$ cat config.mk
export PLATFORM = sky130hd
export DESIGN_NAME = imem_loader
export DESIGN_NICKNAME = d
export VERILOG_FILES = /design/src/rtl/imem_loader_pkg.sv /design/src/rtl/imem_loader_packer.sv /design/src/rtl/imem_loader.sv
export SDC_FILE = /design/constraint.sdc
export NUM_CORES = 1
export LEC_CHECK = 0
export CORE_ASPECT_RATIO = 0.9
export CORE_MARGIN = 4
export CORE_UTILIZATION = 50
export CTS_BUF_LIST = sky130_fd_sc_hd__clkbuf_8 sky130_fd_sc_hd__clkbuf_16
export CTS_CLUSTER_DIAMETER = 120
export DETAILED_ROUTE_END_ITERATION = 12
export GPL_ROUTABILITY_DRIVEN = 0
export GPL_TIMING_DRIVEN = 0
export PLACE_DENSITY = 0.88
export SETUP_SLACK_MARGIN = 0.1
export SYNTH_ARGS = -nofsm -noshare
export SYNTH_HDL_FRONTEND = slang
export SYNTH_SLANG_ARGS = --single-unit
$ cat constraint.sdc
create_clock -name clk -period 3.1 [get_ports clk]
set_clock_uncertainty 0.15 [all_clocks]
set_input_delay 0.62 -clock clk [delete_from_list [all_inputs] [get_ports clk]]
set_output_delay 0.62 -clock clk [all_outputs]
set_load 0.1 [all_outputs]
$ cat src/rtl/imem_loader_pkg.sv
// Shared types and stream-format constants for the instruction memory loader.
package imem_loader_pkg;

    typedef enum logic [2:0] {
        HDR0,
        HDR1,
        DATA,
        DONE,
        ERROR
    } state_t;

    localparam int HDR_BYTES  = 2;
    localparam int WORD_BYTES = 4;
    localparam int DEPTH_DEF  = 64;

endpackage

$ cat src/rtl/imem_loader_packer.sv
// Byte-to-word assembler: little-endian byte lanes, one-cycle word-valid pulse.
module byte_word_packer
    import imem_loader_pkg::*;
(
    input  logic        clk,
    input  logic        reset,
    input  logic        clr,
    input  logic        en,
    input  logic [7:0]  data,
    output logic [31:0] word,
    output logic        wvalid,
    output logic        last
);

    logic [1:0] bcnt;

    assign last = (bcnt == 2'(WORD_BYTES - 1));

    always_ff @(posedge clk) begin
        if (!reset) begin
            bcnt   <= '0;
            word   <= '0;
            wvalid <= 1'b0;
        end else begin
            wvalid <= en && last && !clr;
            if (clr) begin
                bcnt <= '0;
            end else if (en) begin
                word[{bcnt, 3'b000} +: 8] <= data;
                bcnt                      <= bcnt + 2'd1;
            end
        end
    end

endmodule

$ cat src/rtl/imem_loader.sv
// Streams a length-prefixed program into instruction memory and holds the
// processor in reset until the image is complete.
module imem_loader
    import imem_loader_pkg::*;
#(
    parameter int DEPTH  = DEPTH_DEF,
    parameter int ADDR_W = $clog2(DEPTH)
) (
    input  logic              clk,
    input  logic              reset,
    input  logic              start,
    input  logic              in_valid,
    input  logic [7:0]        in_data,
    output logic              in_ready,
    output logic              mem_we,
    output logic [ADDR_W-1:0] mem_addr,
    output logic [31:0]       mem_wdata,
    output logic              cpu_reset,
    output logic              done,
    output logic              error
);

    state_t            state;
    logic [ADDR_W-1:0] idx;
    logic [15:0]       cnt;
    logic [15:0]       hdr;
    logic              xfer;
    logic              restart;
    logic              last_word;
    logic              pk_last;
    logic              pk_wvalid;
    logic [31:0]       pk_word;

    assign in_ready  = (state == HDR0) || (state == HDR1) || (state == DATA);
    assign xfer      = in_valid && in_ready;
    assign restart   = start && ((state == DONE) || (state == ERROR));
    assign hdr       = {in_data, cnt[7:0]};
    assign last_word = (16'(idx) == cnt - 16'd1);

    byte_word_packer u_packer (
        .clk    (clk),
        .reset  (reset),
        .clr    (restart),
        .en     (xfer && (state == DATA)),
        .data   (in_data),
        .word   (pk_word),
        .wvalid (pk_wvalid),
        .last   (pk_last)
    );

    assign mem_we    = pk_wvalid;
    assign mem_addr  = idx;
    assign mem_wdata = pk_word;

    always_ff @(posedge clk) begin
        if (!reset) begin
            state     <= HDR0;
            idx       <= '0;
            cnt       <= '0;
            done      <= 1'b0;
            error     <= 1'b0;
            cpu_reset <= 1'b1;
        end else begin
            // the final write lands in DONE, so the index stops at N-1
            if (pk_wvalid && (state == DATA)) begin
                idx <= idx + 1'b1;
            end
            unique case (state)
                HDR0: begin
                    if (xfer) begin
                        cnt[7:0] <= in_data;
                        state    <= HDR1;
                    end
                end
                HDR1: begin
                    if (xfer) begin
                        cnt[15:8] <= in_data;
                        if (hdr == 16'd0) begin
                            state <= DONE;
                        end else if (hdr > 16'(DEPTH)) begin
                            state <= ERROR;
                            error <= 1'b1;
                        end else begin
                            state <= DATA;
                        end
                    end
                end
                DATA: begin
                    if (xfer && pk_last && last_word) begin
                        state <= DONE;
                    end
                end
                DONE: begin
                    if (start) begin
                        state     <= HDR0;
                        idx       <= '0;
                        cnt       <= '0;
                        done      <= 1'b0;
                        cpu_reset <= 1'b1;
                    end else begin
                        done      <= 1'b1;
                        cpu_reset <= 1'b0;
                    end
                end
                ERROR: begin
                    if (start) begin
                        state <= HDR0;
                        idx   <= '0;
                        cnt   <= '0;
                        error <= 1'b0;
                    end
                end
                default: state <= HDR0;
            endcase
        end
    end

endmodule

==> impl_metrics.toml <==
[run_status]
status = "completed"

[placed_design]
dp.cells = 475
hpwlAfterDp_um = 5840
port_buffers = 54
dp_slack_ps = 131

[worst_setup_path]
critPathArrivalTime_ps = 2090
reg2reg_from = "cnt[0]"
startpoint_type = "flip-flop"
rrSetupSlack_ps = 560
cp.required_ps = 2330
rr_endpoint = "state[0]"
critPathMaxFanout = 10
cp-end-kind = "output port"
critPathKind = "flip-flop to output port"
rr_worst_depth = 8

[yosys]
syn_area_um2 = 3030
yosysSeqAreaShare_pct = 41.6
synth_edf_count = 0
syn_nets = 370
ys.flop_type = "dfxtp_1"
syn_area_per_cell_um2 = 8.64
synth.ff_latch_count = 63
synthDistinctLibCells = 48
synthArstFlopShare_pct = 0
syn_inst = 351
synth_warnings = 0

[clock_network]
cts_hold_buf = 0
cts_sinks = 63
cts_buffer_depth = 2
numCtsBuffers = 9
cts_tree = "yes"
htreeDepth = 3
clkLatencyLatePin_ps = 350
clk_pin_slew_worst_paths_ps = 70
cts_root_buffer = "clkbuf_8"
post-cts-setup-buffers = 0

[final_layout]
area_growth_pct = 26.8
drive_gt1_share_pct = 6.41
nFillCells = 475
finalNonFillerCells = 491
antenna_cells = 0
nets = 435
final_util_pct = 66.5

[hold_path]
min_to = "u_packer.word[23]"
min-delay-start = "u_packer.word[23]"
hold_path_depth = 2
worst_hold_path_type = "flip-flop to flip-flop"

[pwr]
power_frac_seq_pct = 47.6
swShare_pct = 28.8
irDropWorstVdd_v = 0.000276
power_frac_comb_pct = 15.3
power.share.clock_pct = 37.1
power_density_nw_per_um2 = 464
p_int_mw = 1.27
p_leak_nw = 1.33
p_switching_uw = 516

[sta]
setup_violations = 0
post-route-min-period_ps = 2860
max_freq_ghz = 0.349
rsz0062_at_grt = "false"
setup_ws_ps = 237
worstMarginPinSlew_ps = 1020
fin_crit_sh_pct = 92.3
slew_headroom_pct = 31.9
timing.setup.tns_ps = 0
finalMaxSlewViolations = 0
finalHoldViolations = 0
hold_ws_ps = 318

[die]
initial_utilization_pct = 52.4
core_um2 = 5790
die_h_um = 81.9
dieWidth_um = 90.1
fp.dieArea_um2 = 7380
ios = 55
row_count = 26

[detailed_routing]
vias = 2911
ant_nets = 0
first_iter_violations = 233
route.detailed.drc = 0
drt_first_pass_iters = 6
wl_per_cell_um = 16.9
wirelength_um = 8280
vias_per_cell = 5.93

[global_routing]
grt_overflow = 0
grt_max_degree = 12
grt_pass1_wl_um = 13500
grt_usage_pct = 22.7
grt_pass1_vias = 2863
antenna_found_initial = 0

[job]
cap_viol_max_count = 0
timing repair:
item | CTS | global route
endpoints found under the setup margin | 1 | 0
gates resized for setup | 1 | 0
endpoints found under the hold margin | 0 | 0
worst max path at each step:
stage                  start                end  slack, ps  depth (start not counted)
detailed placement  in_valid  u_packer.word[21]        130                          8
CTS                 state[2]           in_ready        260                          3
finish              state[1]           in_ready        240                          3
global placement    in_valid  u_packer.word[10]        270                          8
global route        state[1]           in_ready        200                          3
floorplan           state[0]           state[0]        560                          7
critical path, stage by stage, from the launching register on:
cell,delay [ps]
dfxtp_1,300
clkbuf_1,230
a21oi_2,310
dlygate4sd2_1,890
stage by stage:
step / power [mW] / instance area (um2)
after global placement: 1.12 / 3670
final: 1.79 / 3850
after floorplan: 1.06 / 3040
after CTS: 1.78 / 3850
after detailed placement: 1.14 / 3670
after global routing: 1.85 / 3850
power by group through the flow:
stage / clock network [mW] / registers (mW) / logic (mW)
final: 0.663 / 0.851 / 0.274
after global routing: 0.696 / 0.854 / 0.296
after CTS: 0.662 / 0.850 / 0.270
after detailed placement: 0 / 0.868 / 0.268
after global placement: 0 / 0.867 / 0.256
after floorplan: 0 / 0.870 / 0.185
final cells by class:
| cell class | instances | area, um2 | share of cell area, % |
|---|---|---|---|
| buffer | 13 | 51.3 | 1.33 |
| clock buffer | 11 | 151 | 3.93 |
| clock inverter | 5 | 32.5 | 0.845 |
| inverter | 9 | 33.8 | 0.878 |
| multi-input combinational | 266 | 1690 | 44.0 |
| sequential | 63 | 1260 | 32.8 |
| tap | 70 | 87.6 | 2.28 |
| timing repair buffer | 54 | 539 | 14.0 |
routing by layer:
metal	vias to the layer above	wire, um	global-route usage (%)
met4	0	142	10.1
met5	-	0	0
met1	1371	3540	28.4
li1	1373	-	-
met2	151	4000	39.4
met3	16	591	3.57
cell usage after synthesis (all sizes together), types with 3 or more instances:
cell	number	area [um2]
a22o	8	70.1
nor2	17	63.8
nand2	55	206
nand3	32	160
xor2	7	61.3
a21boi	34	255
a21oi	8	40.0
and2	14	87.6
nor3b	6	50.1
nor4	5	31.3
nor3	5	25.0
inv	9	33.8
clkbuf	11	41.3
nor4b	3	32.5
mux2i	7	70.1
dfxtp	63	1260
ha	7	87.6
nand4	3	18.8
nor2b	8	50.1
nand2b	3	18.8
o21ai	8	40.0
xnor2	7	61.3
layout by cell type (no fill, tap or decap), types with 3 or more instances in the layout:
| master | Yosys | routed |
|---|---|---|
| a21boi_0 | 33 | 33 |
| a21oi_1 | 8 | 7 |
| a22o_1 | 8 | 8 |
| and2_1 | 14 | 14 |
| clkbuf_1 | 11 | 11 |
| clkbuf_8 | 0 | 11 |
| clkdlybuf4s50_1 | 0 | 53 |
| clkinvlp_4 | 0 | 3 |
| dfxtp_1 | 63 | 63 |
| ha_1 | 7 | 7 |
| inv_1 | 9 | 9 |
| mux2i_1 | 7 | 7 |
| nand2_1 | 55 | 55 |
| nand2b_1 | 3 | 3 |
| nand3_1 | 32 | 32 |
| nand4_1 | 3 | 3 |
| nor2_1 | 17 | 17 |
| nor2b_1 | 8 | 8 |
| nor3_1 | 5 | 5 |
| nor3b_1 | 5 | 5 |
| nor4_1 | 5 | 5 |
| o21ai_0 | 6 | 6 |
| xnor2_1 | 7 | 7 |
| xor2_1 | 7 | 7 |
registers in the layout, indices dropped and copies added, names as in the netlist:
register,count
cnt,16
mem_addr,6
state,3
u_packer.word,32
u_packer.wvalid,1
done,1
error,1
u_packer.bcnt,2
cpu_reset,1
cell families after synthesis:
family	share of synthesized area (%)
AOI/OAI and AO/OA	18.3
xor gates and xnor gates	4.04
adders and majority gates	2.89
buffers and inverters	2.80
DFF	41.6
muxes	2.31
and+or+nand+nor	28.1
No activity file was read; power rests on OpenSTA's default activity.
